### config.mk
export PLATFORM = sky130hd
export DESIGN_NAME = eth_udp_gen
export DESIGN_NICKNAME = d
export VERILOG_FILES = /design/src/rtl/eth_udp_gen.sv
export SDC_FILE = /design/constraint.sdc
export NUM_CORES = 1
export LEC_CHECK = 0
export CAP_MARGIN = 20
export CELL_PAD_IN_SITES_DETAIL_PLACEMENT = 1
export CELL_PAD_IN_SITES_GLOBAL_PLACEMENT = 1
export CORE_MARGIN = 2
export CORE_UTILIZATION = 50
export DETAILED_ROUTE_END_ITERATION = 6
export PLACE_DENSITY = 0.83
export SETUP_SLACK_MARGIN = 0.4
export SYNTH_ARGS = -nofsm -noshare
export SYNTH_HDL_FRONTEND = slang
export SYNTH_SLANG_ARGS = --single-unit
### constraint.sdc
create_clock -name Clk -period 15.6 [get_ports Clk]
set_input_delay 3.12 -clock Clk [delete_from_list [all_inputs] [get_ports Clk]]
set_output_delay 3.12 -clock Clk [all_outputs]
set_load 0.02 [all_outputs]
### src/rtl/eth_udp_gen.sv
// rtl/eth_udp_gen.sv - IPv4/UDP header generator feeding the eth_tx byte FIFO
//
// Builds a 20-byte IPv4 header (with header checksum) and an 8-byte UDP
// header for one user payload, streams header, payload and zero padding
// byte-by-byte into eth_tx, then pulses Eth_Pkt_Rdy.
//
// Ports:
//   Clk, Rst_n        clock, asynchronous active-low reset
//   Start, Usr_Len    packet request and UDP payload length (sampled in IDLE)
//   Usr_Byte/_Valid   user payload byte stream in
//   Usr_Byte_Rdy      payload byte accepted this cycle
//   Fifo_Afull        eth_tx FIFO almost full, stalls byte emission
//   Eth_Byte/_Valid   registered byte and write strobe to eth_tx FIFO
//   Eth_Pkt_Rdy       one-cycle pulse once the whole packet is in the FIFO
//   Busy              high outside IDLE
//   Len_Err           one-cycle pulse when Usr_Len > pMAX_LEN on Start

`timescale 1ns/1ps

module eth_udp_gen #(
    parameter logic [31:0] pSRC_IP   = 32'hC0A8010A,
    parameter logic [31:0] pDST_IP   = 32'hC0A80101,
    parameter logic [15:0] pSRC_PORT = 16'd5000,
    parameter logic [15:0] pDST_PORT = 16'd5001,
    parameter logic [7:0]  pTTL      = 8'd64,
    parameter logic [15:0] pMAX_LEN  = 16'd1472
) (
    input  logic        Clk,
    input  logic        Rst_n,
    input  logic        Start,
    input  logic [15:0] Usr_Len,
    input  logic [7:0]  Usr_Byte,
    input  logic        Usr_Byte_Valid,
    output logic        Usr_Byte_Rdy,
    input  logic        Fifo_Afull,
    output logic [7:0]  Eth_Byte,
    output logic        Eth_Byte_Valid,
    output logic        Eth_Pkt_Rdy,
    output logic        Busy,
    output logic        Len_Err
);

    typedef enum logic [2:0] {
        S_IDLE, S_CSUM, S_IP_HDR, S_UDP_HDR, S_PAYLOAD, S_PAD, S_DONE
    } state_t;

    state_t      state_q, state_d;
    logic [15:0] cnt_q, cnt_d;         // word / byte index within the current state
    logic [15:0] rem_q, rem_d;         // payload bytes still to accept
    logic [15:0] len_q, len_d;
    logic [15:0] ident_q, ident_d;     // free-running IPv4 identification
    logic [15:0] pkt_ident_q, pkt_ident_d;
    logic [15:0] sum_q, sum_d;         // ones-complement running sum
    logic [7:0]  eth_byte_q, eth_byte_d;
    logic        eth_valid_q, eth_valid_d;
    logic        pkt_rdy_q, pkt_rdy_d;
    logic        len_err_q, len_err_d;

    logic [15:0]  csum_word;
    logic [16:0]  add_s;
    logic [159:0] ip_hdr, ip_sh;
    logic [63:0]  udp_hdr, udp_sh;
    logic [15:0]  pad_last;
    logic         short_pkt;

    assign ip_hdr  = {16'h4500, len_q + 16'd28, pkt_ident_q, 16'h4000,
                      pTTL, 8'h11, ~sum_q, pSRC_IP, pDST_IP};
    assign udp_hdr = {pSRC_PORT, pDST_PORT, len_q + 16'd8, 16'h0000};
    // Shift the addressed byte to the top instead of a variable part-select.
    assign ip_sh   = ip_hdr << {cnt_q[4:0], 3'b000};
    assign udp_sh  = udp_hdr << {cnt_q[2:0], 3'b000};

    assign short_pkt = (len_q < 16'd18);       // 28+L < 46 needs padding
    assign pad_last  = 16'd17 - len_q;         // index of last pad byte (18-L bytes)

    always_comb begin
        case (cnt_q[3:0])
            4'd0:    csum_word = 16'h4500;
            4'd1:    csum_word = len_q + 16'd28;
            4'd2:    csum_word = pkt_ident_q;
            4'd3:    csum_word = 16'h4000;
            4'd4:    csum_word = {pTTL, 8'h11};
            4'd6:    csum_word = pSRC_IP[31:16];
            4'd7:    csum_word = pSRC_IP[15:0];
            4'd8:    csum_word = pDST_IP[31:16];
            4'd9:    csum_word = pDST_IP[15:0];
            default: csum_word = 16'h0000;
        endcase
    end

    assign add_s        = {1'b0, sum_q} + {1'b0, csum_word};
    assign Usr_Byte_Rdy = (state_q == S_PAYLOAD) && !Fifo_Afull && (rem_q != 16'd0);

    always_comb begin
        state_d     = state_q;
        cnt_d       = cnt_q;
        rem_d       = rem_q;
        len_d       = len_q;
        ident_d     = ident_q;
        pkt_ident_d = pkt_ident_q;
        sum_d       = sum_q;
        eth_byte_d  = 8'h00;
        eth_valid_d = 1'b0;
        pkt_rdy_d   = 1'b0;
        len_err_d   = 1'b0;

        case (state_q)
            S_IDLE: begin
                if (Start) begin
                    if (Usr_Len > pMAX_LEN) begin
                        len_err_d = 1'b1;
                    end else begin
                        len_d       = Usr_Len;
                        pkt_ident_d = ident_q;
                        sum_d       = 16'h0000;
                        cnt_d       = 16'd0;
                        state_d     = S_CSUM;
                    end
                end
            end
            S_CSUM: begin
                // End-around carry folded back after every add.
                sum_d = add_s[15:0] + {15'd0, add_s[16]};
                if (cnt_q == 16'd9) begin
                    cnt_d   = 16'd0;
                    state_d = S_IP_HDR;
                end else begin
                    cnt_d = cnt_q + 16'd1;
                end
            end
            S_IP_HDR: begin
                if (!Fifo_Afull) begin
                    eth_byte_d  = ip_sh[159:152];
                    eth_valid_d = 1'b1;
                    if (cnt_q == 16'd19) begin
                        cnt_d   = 16'd0;
                        state_d = S_UDP_HDR;
                    end else begin
                        cnt_d = cnt_q + 16'd1;
                    end
                end
            end
            S_UDP_HDR: begin
                if (!Fifo_Afull) begin
                    eth_byte_d  = udp_sh[63:56];
                    eth_valid_d = 1'b1;
                    if (cnt_q == 16'd7) begin
                        cnt_d = 16'd0;
                        rem_d = len_q;
                        if (len_q != 16'd0) state_d = S_PAYLOAD;
                        else                state_d = S_PAD;
                    end else begin
                        cnt_d = cnt_q + 16'd1;
                    end
                end
            end
            S_PAYLOAD: begin
                if (Usr_Byte_Valid && Usr_Byte_Rdy) begin
                    eth_byte_d  = Usr_Byte;
                    eth_valid_d = 1'b1;
                    rem_d       = rem_q - 16'd1;
                    if (rem_q == 16'd1) begin
                        state_d = short_pkt ? S_PAD : S_DONE;
                    end
                end
            end
            S_PAD: begin
                if (!Fifo_Afull) begin
                    eth_byte_d  = 8'h00;
                    eth_valid_d = 1'b1;
                    if (cnt_q == pad_last) begin
                        cnt_d   = 16'd0;
                        state_d = S_DONE;
                    end else begin
                        cnt_d = cnt_q + 16'd1;
                    end
                end
            end
            S_DONE: begin
                // First DONE cycle: last byte is being written. Second cycle:
                // Eth_Pkt_Rdy is high while still busy, so a coincident Start
                // is ignored.
                if (cnt_q == 16'd0) begin
                    pkt_rdy_d = 1'b1;
                    cnt_d     = 16'd1;
                end else begin
                    cnt_d   = 16'd0;
                    ident_d = ident_q + 16'd1;
                    state_d = S_IDLE;
                end
            end
            default: state_d = S_IDLE;
        endcase
    end

    always_ff @(posedge Clk or negedge Rst_n) begin
        if (!Rst_n) begin
            state_q     <= S_IDLE;
            cnt_q       <= 16'd0;
            rem_q       <= 16'd0;
            len_q       <= 16'd0;
            ident_q     <= 16'h0000;
            pkt_ident_q <= 16'h0000;
            sum_q       <= 16'h0000;
            eth_byte_q  <= 8'h00;
            eth_valid_q <= 1'b0;
            pkt_rdy_q   <= 1'b0;
            len_err_q   <= 1'b0;
        end else begin
            state_q     <= state_d;
            cnt_q       <= cnt_d;
            rem_q       <= rem_d;
            len_q       <= len_d;
            ident_q     <= ident_d;
            pkt_ident_q <= pkt_ident_d;
            sum_q       <= sum_d;
            eth_byte_q  <= eth_byte_d;
            eth_valid_q <= eth_valid_d;
            pkt_rdy_q   <= pkt_rdy_d;
            len_err_q   <= len_err_d;
        end
    end

    assign Eth_Byte       = eth_byte_q;
    assign Eth_Byte_Valid = eth_valid_q;
    assign Eth_Pkt_Rdy    = pkt_rdy_q;
    assign Len_Err        = len_err_q;
    assign Busy           = (state_q != S_IDLE);

endmodule

# Yosys cells after proc, flatten, opt, wreduce, memory -nomap -nowiden
# Cells that the tools add are included.
# word_totals
register_bits,110
word_cells,122
# classes
magnitude_cmp,2
n_bitwise,3
n_addsub,8
n_reduce_logical,21
mux,44
n_eq_ne,31
n_shift,2
# op_table
op,count
$mux W16,12
$shl A159 B8 Y160,1
$pmux W16 S8,1
$pmux W16 S6,1
$pmux W16 S2,2
$shl A61 B6 Y64,1
$mux W3,12
$add A16 B1 Y16 const B,2
$reduce_bool A16 Y1,2
$mux W8,3
$pmux W8 S3,1
$pmux W3 S7,1
$ne A2 B2 Y1 const B,10
$add A16 B16 Y17,1
$add A16 B1 Y16,1
$add A16 B4 Y16 const B,1
$add A16 B5 Y16 const B,1
$eq A16 B1 Y1 const B,1
$eq A16 B16 Y1,1
$eq A16 B3 Y1 const B,1
$eq A16 B4 Y1 const B,1
$eq A16 B5 Y1 const B,1
$gt A16 B11 Y1 const B,1
$logic_not A16 Y1,1
other kinds (30),51

# Longest topological paths before layout
# Gate-level depths: netlist of run 1.
# depth
depth_word,6
mapped_depth,27
mapped_depth_nobuf,24

# Worst setup path before layout of run 1
# OpenSTA, ideal clock, no wires.
# synth_path
path_type,in2out
from,input port Fifo_Afull
to,output port Usr_Byte_Rdy
cell_stages,3
path_slack_ns,8.832
n_path_buf,1
arrival_time_ns,3.648
required_time_ns,12.480
path_cell_list,clkbuf_1 inv_1 and2_1
# synth_via
elab_chain_cells,3
# synth_lines
element,line,rtl
from (decl),35,"input logic Fifo_Afull,"
$logic_not A1 Y1,n/a,
$logic_and A1 B1 Y1 (2 in a row),92,assign Usr_Byte_Rdy = (state_q == S_PAYLOAD) && !Fifo_Afull && (rem_q != 16'd0);
to (decl),34,"output logic Usr_Byte_Rdy,"
# No other way between the ends.

# Worst setup path after layout of run 1
# Ends and elaborated chain as after synthesis.

==> run metrics, run 1 <==
Yosys Warn Count=0; cell count after placement=1,216; Finished Layout Cells=1,233; # Max-Cap Violations=0; endpoint type of the worst setup path=output pin; setup slack, reg-to-reg=8.69 ns; first-pass GRT wire length=43.7 mm; status=finished clean; Post-DP Area=8840 um^2; Synth Instances=1,008; VDD IR max=0.0964 mV; Max Clock Skew=0.0129 ns; EDFF count, synth=0; TritonCTS clock tree=yes; unrepaired setup endpoints after global routing=false; Worst slew margin=0.313; post-synthesis mux area share=0.0540; io pins=42; max-slew violation count=0; die area=17,700 um^2; root buffer cell=clkbuf_16; vias in the first global route=8,190; Critical Path Start Type=primary input; Netlist cell types=77; fraction of registers with async set or reset after synthesis=1.00; worst-path fanout max=17; routed vias/inst=6.46; Post-Synth Simple-Gate Area=0.217; H-tree depth=3; Critical Path End=Usr_Byte_Rdy; worst-margin pin slew=1.03 ns; Placer Congestion=0.937; largest family of logic cells by synthesized area=simple AND/OR/NAND/NOR gates; Initial Util=0.507; nets=1,071; most frequent cell after synthesis=dfrtp_1; grt ovf=0; Synth Net Count=1,072; Final min period=8.05 ns; setup TNS=0 ns; CTS Buffer Depth=2; Vias=7,964; Critical Path Source=Fifo_Afull; Chip Width=133 um; DIE HEIGHT=133 um; DR WL/cell=22.1 um; share of layout cells above drive strength 1=0.0751; adder-cell share of the synthesized area=0.0534; critical path class=primary input to output pin; DRC=0; worst reg2reg startpoint=cnt_q[2]$_DFFE_PN0P_; DRT met1 WL=11.5 mm; top_reg_cell synth=dfrtp_1; Reg clk slew, reported paths=0.08 ns; Post-DP HPWL=19.9 mm; FF+latch count, synth=110; Pre-Repair DR Iteration Count=5; largest cells by area after synthesis=dfrtp_1, xnor2_1, o21ai_0; synthesis-to-finish area growth=9.78%; Lkg Pwr=3.84 nW; endpoints failing setup=0; worst hold margin=0.477 ns; synthesized area=8340 um^2; max layer used=met4; Fin. Hold Viols=0; final WL=27.3 mm; cts hold-fix bufs=0; Synth Area per Inst=8.28 um^2; Seq/Total Area, Yosys=0.330; Worst Path Required=12.48 ns; setup bufs post-CTS=0; metal3 WL=1.50 mm; initial antenna violation count=1; First DRT Iteration DRCs=668; metal2 WL=13.5 mm; synth cell count leaders=dfrtp_1, o21ai_0, nand2_1; Std-Cell Rows=47; Synth top area share=0.330; WHS Path Cells=1; cts repair resizes=0; Port-buffer cells=41; final instance area=9160 um^2; Num Clock Sinks=110; fin crit share=0.516; Clk Latency, worst-skew pair=0.37 ns; CTS Buf Count=9; Antenna Nets Post-Route=0; Worst R2R Path Depth=23; pin count of the biggest net entering global routing=60; P per Cell Area=166 nW/um^2; Critical Path AT=4.93 ns; placeable core area=16,500 um^2; fmax=124 MHz; Synth Area in Compound Gates=0.210; cell taking the most area after synthesis=dfrtp_1; Total Routing Usage GR=0.311; RR Endpoint=sum_q[15]$_DFFE_PN0P_; HP Class=flop to flop; post-synthesis xor/xnor area fraction=0.0861
## sequential cells by signal, indices dropped and copies added (netlist names), 3 cells and up
signal and count:
cnt_q 16, len_q 16, Eth_Byte 8, state_q 3, sum_q 16, rem_q 16, pkt_ident_q 16, ident_q 16
## area by class of cell
cell class              count  area, um^2
fillers                  1988        7310
multi-input cells         794        5190
flip-flops and latches    110        2750
repair buffers             49         468
well taps                 220         275
clock buffers               9         225
inverters                  43         161
clock inverters             7        86.3
diodes                      1        2.50
## kinds of logic after synthesis
group,count (synthesis)
compound gates,276
fa+ha+maj,35
buf+inv,104
xor+xnor,82
flops,110
mux,41
simple gates,360
## worst max-delay path, cell delays in order
cell and delay [ns]:
clkdlybuf4s50_1 0.88, inv_1 0.21, and2_1 0.18, clkdlybuf4s50_1 0.54
## how the worst min path moves through the flow
stage | start | endpoint | slack (ns)
3_3_place_gp | ident_q[15]$_DFFE_PN0P_ | ident_q[15]$_DFFE_PN0P_ | 0.46
5_1_grt | ident_q[15]$_DFFE_PN0P_ | ident_q[15]$_DFFE_PN0P_ | 0.49
2_1_floorplan | ident_q[15]$_DFFE_PN0P_ | ident_q[15]$_DFFE_PN0P_ | 0.44
6_report | ident_q[15]$_DFFE_PN0P_ | ident_q[15]$_DFFE_PN0P_ | 0.48
3_5_place_dp | ident_q[15]$_DFFE_PN0P_ | ident_q[15]$_DFFE_PN0P_ | 0.47
4_1_cts | ident_q[15]$_DFFE_PN0P_ | ident_q[15]$_DFFE_PN0P_ | 0.48
## layout by cell type (no fill, tap or decap), types with 4 or more instances in the layout
cell type / instances
or4_1: 4
xor2_1: 26
o31ai_1: 8
nand2b_1: 7
nand2_1: 81
a21oi_1: 57
mux2i_1: 9
a31oi_1: 11
nor2_1: 79
ha_1: 34
or2_2: 4
nor3_1: 36
and4_1: 4
and2_1: 8
a21o_1: 9
nor2b_1: 7
clkdlybuf4s50_1: 40
o22ai_1: 8
a22o_1: 6
nand3b_1: 5
mux2_2: 32
xnor2_1: 56
nor3b_1: 5
inv_1: 43
a211o_1: 4
dfrtp_1: 110
nor4_1: 10
and3_1: 17
o21ai_1: 11
a22oi_1: 13
nand3_1: 58
buf_4: 9
o21ai_0: 96
or3_1: 10
a221o_1: 6
clkbuf_16: 9
nand4_1: 14
## per-layer routing
layer,track usage,vias to the layer above
li1,-,3636
met2,0.538,278
met4,0.118,0
met3,0.0514,59
met1,0.393,3991
met5,0,-
## metrics by stage
step	util	total power (W)	setup WS (ns)
global route	0.556	0.00162	7.45
global placement	0.537	0.00122	7.61
detailed placement	0.537	0.00125	7.55
floorplan	-	0.00102	8.83
finish	0.556	0.00152	7.55
CTS	0.556	0.00151	7.56
## report_power, final
part,switching (W),internal (W),total (W)
Combinational,0.000503,0.000313,0.000816
Clock,0.000124,0.000129,0.000253
Sequential,0.000104,0.000343,0.000447
Total,0.000732,0.000785,0.00152
(Power assumes the default switching activity.)
==> run 2: changes to the inputs <==
--- a/config.mk
+++ b/config.mk
@@ -9,9 +9,9 @@
 export CELL_PAD_IN_SITES_DETAIL_PLACEMENT = 1
 export CELL_PAD_IN_SITES_GLOBAL_PLACEMENT = 1
 export CORE_MARGIN = 2
-export CORE_UTILIZATION = 50
+export CORE_UTILIZATION = 42
 export DETAILED_ROUTE_END_ITERATION = 6
-export PLACE_DENSITY = 0.83
+export PLACE_DENSITY = 0.74
 export SETUP_SLACK_MARGIN = 0.4
 export SYNTH_ARGS = -nofsm -noshare
 export SYNTH_HDL_FRONTEND = slang
==> constraint.sdc (replaced) <==
create_clock -name Clk -period 6.73 [get_ports Clk]
set_input_delay 1.346 -clock Clk [delete_from_list [all_inputs] [get_ports Clk]]
set_output_delay 1.346 -clock Clk [all_outputs]
set_load 0.02 [all_outputs]
==> run 2 against run 1 <==
  * Cell count is 4.3% higher
  * Clock-buffer cell count grew 2
  * Non-clock buffer count up 9
  * Sequential power up 130%
  * Clock skew up 0.0056 ns
  * Routed wire length grew 3.1%
  * Setup slack worse by 6.6 ns
  * Largest cell class unchanged
==> run metrics, run 2 (same netlist as run 1, synthesis figures left out) <==
status=finished clean; Std-Cell Rows=51 (+8.5%); critical path class=flop to flop; slowest CP cell=fa_1; Critical Path Start Type=flop; Finished Layout Cells=1,286 (+4.3%); CP peak stage delay=0.40 ns (-0.48 ns); Tot Pwr=0.00353 W (+130%); initial antenna violation count=0 (-1); die area=21,000 um^2 (+18%); DRC=0 (unchanged); share of layout cells above drive strength 1=0.0862 (+0.0111); DIE HEIGHT=145 um (+8.8%); CTS Buf Count=9 (unchanged); P per Cell Area=380 nW/um^2 (+130%); first-pass GRT wire length=45.4 mm (+3.7%); final worst setup slack=0.905 ns (-6.65 ns); Psw=0.00171 W (+130%); Clk network pwr share=0.159 (-0.008); root buffer cell=clkbuf_16; Pre-Repair DR Iteration Count=5 (unchanged); fin crit share=0.866; TritonCTS clock tree=yes; nets=1,080 (+0.84%); Lkg Pwr=3.89 nW (+1.3%); synthesis-to-finish area growth=11.3%; Fin. Hold Viols=0 (unchanged); worst-path fanout max=13 (-4); family with the most delay on the worst path=simple AND/OR/NAND/NOR gates; Vias=7,748 (-2.7%); Antenna Nets Post-Route=0 (unchanged); # diodes=0 (-1); HP Class=flop to flop; io pins=42 (unchanged); VDD IR max=0.177 mV (+83%); vias in the first global route=8,002 (-2.3%); First DRT Iteration DRCs=430 (-36%); setup TNS=0 ns (unchanged); Clk Latency, worst-skew pair=0.38 ns (about the same); Placer Congestion=0.959 (+2.3%); Num Clock Sinks=110 (unchanged); placeable core area=19,500 um^2 (+18%); CTS Buffer Depth=2 (unchanged); H-tree depth=3 (unchanged); endpoints failing setup=0 (unchanged); Buf/Inv on CP=2 (-1); Port-buffer cells=41 (unchanged); worst-margin pin slew=1.15 ns (+0.118 ns); switching part of the total power=0.485 (+0.00209); Worst slew margin=0.234 (-0.0790); final instance area=9290 um^2 (+1.4%); Worst Path Required=7.00 ns (-5.48 ns); endpoint type of the worst setup path=flop; DR WL/cell=21.9 um (-1.2%); pin count of the biggest net entering global routing=71 (+18%); Post-DP HPWL=20.8 mm (+4.2%); cell count after placement=1,270 (+4.4%); most common cell after layout, fill and taps aside=dfrtp_1; Initial Util=0.429 (-0.0780); Logic pwr share=0.555 (+0.017); Final min period=5.83 ns; routed vias/inst=6.02 (-6.7%); final WL=28.1 mm (+3.1%); cts hold-fix bufs=0 (unchanged); Int Pwr=0.00182 W (+130%); unrepaired setup endpoints after global routing=false; crit-path cells=inv_1 -> ha_1 -> and2_2 -> a221o_1 -> ha_1 -> inv_1 -> fa_1 -> nor2b_1 -> o21ai_0 -> a211o_1 -> a31oi_2 -> o31a_1 -> o21ai_0 -> nand2b_1 -> ha_1 -> nor2b_1 -> nor2b_1 -> nor3b_2 -> and3_1 -> and4b_1 -> nand4_1 -> or3_1 -> a32o_1; Reg clk slew, reported paths=0.08 ns (about the same); commonest cells after routing, fill and taps aside=dfrtp_1, o21ai_0, nand2_1; max-slew violation count=0 (unchanged); Critical Path AT=6.09 ns (+1.16 ns); Chip Width=145 um (+8.8%); Max Clock Skew=0.0185 ns (+0.00560 ns); Seq pwr share=0.286 (-0.009); Post-DP Area=8970 um^2 (+1.4%); grt ovf=0 (unchanged); Total Routing Usage GR=0.273 (-0.0381); worst slack at placement=0.652 ns (-6.90 ns); fmax=172 MHz; # Max-Cap Violations=0 (unchanged)
[run 2: power by group through the flow]
| stage | Sequential [W] | Clock, W | Combinational (W) |
|---|---|---|---|
| floorplan | 0.000913 | 0 | 0.00144 |
| global placement | 0.00101 | 0 | 0.00189 |
| finish | 0.00101 | 0.000562 | 0.00196 |
| CTS | 0.00100 | 0.000574 | 0.00194 |
| detailed placement | 0.00102 | 0 | 0.00193 |
| global route | 0.00103 | 0.000605 | 0.00217 |
[run 2: worst reg2reg max path: cells and delay by family (launching register included)]
kind / cells / cell delay, ns
fa+ha+maj: 4 / 1.15
compound gates: 7 / 1.48
buf+inv: 2 / 0.38
flops: 1 / 0.39
simple gates: 10 / 2.31
[run 2: cell type report]
cell class | count | area, um^2
Fill cell | 2333 | 10200
Inverter | 43 | 161
Tap cell | 265 | 332
Multi-Input combinational cell | 794 | 5200
Sequential cell | 110 | 2750
Clock buffer | 11 | 253
Timing Repair Buffer | 58 | 539
Clock inverter | 5 | 50.0
[run 2: path summary, 6_finish.rpt]
| check | start | endpoint | slack (ns) | cells past startpoint |
|---|---|---|---|---|
| min in group asynchronous | Rst_n | rem_q[14]$_DFFE_PN0P_ | 0.95 | 1 |
| worst min-delay path | ident_q[15]$_DFFE_PN0P_ | ident_q[15]$_DFFE_PN0P_ | 0.48 | 1 |
| worst min register to register | ident_q[15]$_DFFE_PN0P_ | ident_q[15]$_DFFE_PN0P_ | 0.48 | 1 |
| max in group asynchronous | Rst_n | len_q[3]$_DFFE_PN0P_ | 4.44 | 2 |
| worst max register to register | cnt_q[0]$_DFFE_PN0P_ | sum_q[15]$_DFFE_PN0P_ | 0.90 | 23 |
| worst max-delay path | cnt_q[0]$_DFFE_PN0P_ | sum_q[15]$_DFFE_PN0P_ | 0.90 | 23 |
[run 2: per-stage QoR]
| step | hold WS [ns] | utilization |
|---|---|---|
| after CTS | 0.482 | 0.476 |
| final | 0.480 | 0.477 |
| after global placement | 0.461 | 0.461 |
| after global routing | 0.517 | 0.477 |
| after floorplan | 0.442 | - |
| after detailed placement | 0.466 | 0.461 |
[run 2: metal layers]
layer	part of all wire	GRT usage	vias to the layer above
li1	-	-	3662
met1	0.44	0.354	3828
met2	0.48	0.452	203
met3	0.048	0.0516	55
met4	0.033	0.104	0
met5	0	0	-
[run 2: timing repair]
item                                    in CTS  in global routing
buffers inserted                             0                  0
endpoints found under the setup margin       0                  2
gates resized for setup                      0                  5
==> run 3: changes to the inputs <==
--- a/config.mk
+++ b/config.mk
@@ -11,7 +11,7 @@
 export CORE_MARGIN = 2
 export CORE_UTILIZATION = 42
 export DETAILED_ROUTE_END_ITERATION = 6
-export PLACE_DENSITY = 0.74
+export PLACE_DENSITY_LB_ADDON = 0.1
 export SETUP_SLACK_MARGIN = 0.4
 export SYNTH_ARGS = -nofsm -noshare
 export SYNTH_HDL_FRONTEND = slang
==> constraint.sdc (replaced) <==
create_clock -name Clk -period 6.73 [get_ports Clk]
set_input_delay 1.346 -clock Clk [delete_from_list [all_inputs] [get_ports Clk]]
set_output_delay 1.346 -clock Clk [all_outputs]
set_load 0.01 [all_outputs]
==> run 3 against run 2 <==
  * Utilization is essentially flat
  * Routed wire length is essentially flat
  * Clock skew shrank 0.0045 ns
  * Cell count shrank 0.16%
  * Worst hold slack improved by 0.013 ns
  * Final area barely moved
==> run metrics, run 3 (same netlist as run 1, synthesis figures left out) <==
CTS Buf Count=9 (unchanged); # Max-Cap Violations=0 (unchanged); critical path class=flop to flop; Pre-Repair DR Iteration Count=5 (unchanged); first-pass GRT wire length=44.5 mm (-1.9%); Reg clk slew, reported paths=0.08 ns (about the same); H-tree depth=3 (unchanged); DRC=0 (unchanged); Fin. Hold Viols=0 (unchanged); vias in the first global route=7,729 (-3.4%); slowest CP cell=dfrtp_1; Placer Congestion=0.936 (-2.4%); placeable core area=19,500 um^2 (unchanged); fin crit share=0.879 (+0.0139); met3 usage in global routing=0.0377 (-0.0138); share of layout cells above drive strength 1=0.0873 (+0.00115); # diodes=0 (unchanged); family with the most delay on the worst path=compound AO/OA/AOI/OAI gates; DIE HEIGHT=145 um (unchanged); Worst Path Required=6.99 ns (about the same); Buf/Inv on CP=1 (-1); Final min period=5.92 ns (+0.0932 ns); worst-path fanout max=7 (-6); routed vias/inst=5.95 (-1.3%); Critical Path Start Type=flop; die area=21,000 um^2 (unchanged); CP peak stage delay=0.47 ns (+0.07 ns); Chip Width=145 um (unchanged); Port-buffer cells=41 (unchanged); Total Routing Usage GR=0.269 (-0.00412); FILL cells=2,354 (+0.90%); endpoints failing setup=0 (unchanged); Vias=7,634 (-1.5%); setup TNS=0 ns (unchanged); Antenna Nets Post-Route=0 (unchanged); VDD IR max=0.228 mV (+29%); cts repair resizes=0 (unchanged); TritonCTS clock tree=yes; P per Cell Area=383 nW/um^2 (+0.70%); io pins=42 (unchanged); nets=1,078 (-0.19%); setup bufs post-CTS=0 (unchanged); setup slack, reg-to-reg=0.81 ns (-0.09 ns); unrepaired setup endpoints after global routing=false; most frequent CP cell=ha_1; initial antenna violation count=0 (unchanged); First DRT Iteration DRCs=482 (+12%); HP Class=flop to flop; commonest cells after routing, fill and taps aside=dfrtp_1, o21ai_0, nand2_1; Std-Cell Rows=51 (unchanged); Critical Path AT=6.18 ns (+0.09 ns); fmax=169 MHz (-1.6%); root buffer cell=clkbuf_16; Num Clock Sinks=110 (unchanged); max-slew violation count=0 (unchanged); Initial Util=0.429 (unchanged); met2 Use GR=0.458 (+0.00548); final WL=28.1 mm (about the same); grt ovf=0 (unchanged); worst-margin pin slew=1.08 ns (-0.0673 ns); Worst slew margin=0.279 (+0.0449); endpoint type of the worst setup path=flop; most common cell after layout, fill and taps aside=dfrtp_1; pin count of the biggest net entering global routing=74 (+4.2%); Clk Latency, worst-skew pair=0.37 ns (about the same); Post-DP HPWL=21.2 mm (+2.0%); final instance area=9290 um^2 (about the same); Final Util=0.477 (about the same); status=finished clean; synthesis-to-finish area growth=11.3% (about the same); CTS Buffer Depth=2 (unchanged); crit-path cells=inv_1 -> ha_1 -> a21boi_1 -> xnor2_1 -> a221o_1 -> ha_1 -> and3_1 -> o21ai_0 -> a211o_1 -> a31oi_1 -> o31a_1 -> o21ai_0 -> nand2b_1 -> ha_1 -> nor2b_1 -> nor2b_1 -> nor3b_1 -> and3_1 -> and4b_1 -> nand4_1 -> or3_1 -> a32o_1; Max Clock Skew=0.0139 ns (-0.00455 ns); cts hold-fix bufs=0 (unchanged); Lkg Pwr=3.87 nW (-0.47%); busiest grt layer=met2; GR Layer Usage met1=0.356 (+0.00202); DR WL/cell=21.9 um (about the same); Post-DP Area=8950 um^2 (-0.17%)
run 3: cell count changes in the layout (fill, tap and decap cells not counted), sizes merged:
cell | previous run | this run
clkbuf | 11 | 9
bufinv | 0 | 1
clkinv | 2 | 1
clkinvlp | 0 | 3
buf | 18 | 16
inv | 46 | 45
run 3: worst register-to-register path, cell delays in order, from the launching register on:
cell and delay [ns]:
dfrtp_1 0.47, inv_1 0.22, ha_1 0.20, a21boi_1 0.41, xnor2_1 0.22, a221o_1 0.39
ha_1 0.36, and3_1 0.18, o21ai_0 0.18, a211o_1 0.38, a31oi_1 0.26, o31a_1 0.17
o21ai_0 0.07, nand2b_1 0.12, ha_1 0.15, nor2b_1 0.19, nor2b_1 0.22, nor3b_1 0.30
and3_1 0.25, and4b_1 0.29, nand4_1 0.17, or3_1 0.34, a32o_1 0.26
run 3: worst paths after layout:
path | start | cells past startpoint | to
hold / removal | ident_q[15]$_DFFE_PN0P_ | 1 | ident_q[15]$_DFFE_PN0P_
setup / recovery | len_q[3]$_DFFE_PN0P_ | 22 | sum_q[15]$_DFFE_PN0P_
min in group asynchronous | Rst_n | 1 | rem_q[0]$_DFFE_PN0P_
setup reg to reg | len_q[3]$_DFFE_PN0P_ | 22 | sum_q[15]$_DFFE_PN0P_
hold reg to reg | ident_q[15]$_DFFE_PN0P_ | 1 | ident_q[15]$_DFFE_PN0P_
max in group asynchronous | Rst_n | 2 | cnt_q[1]$_DFFE_PN0P_
run 3: final cells by class:
class                      instances  area [um^2]  area share
multi-input combinational        794         5200       0.559
sequential                       110         2750       0.296
timing repair buffer              56          524      0.0564
tap                              265          332      0.0357
clock buffer                       9          225      0.0242
inverter                          43          169      0.0182
clock inverter                     7         88.8     0.00956
run 3: stage by stage:
stage | cells | total power [W] | hold WS [ns] | setup slack, ns
5_1_grt | 1284 | 0.00381 | 0.531 | 0.420
4_1_cts | 1284 | 0.00354 | 0.503 | 0.678
2_1_floorplan | 1008 | 0.00234 | 0.442 | 0.962
6_report | 1284 | 0.00356 | 0.493 | 0.812
3_3_place_gp | 1268 | 0.00292 | 0.462 | 0.881
3_5_place_dp | 1268 | 0.00294 | 0.490 | 0.720
run 3: metal layers:
metal,vias up,wire length [um]
met5,-,0
met4,0,811
met3,48,987
met2,166,13700
met1,3769,12600
li1,3651,-
run 3: report_power, final:
group,internal (W),total [W],leakage (nW),switching [W]
sequential,0.000796,0.00101,1.45,0.000214
clock,0.000300,0.000589,0.152,0.000289
combinational,0.000745,0.00196,2.27,0.00121
total,0.00184,0.00356,3.87,0.00172
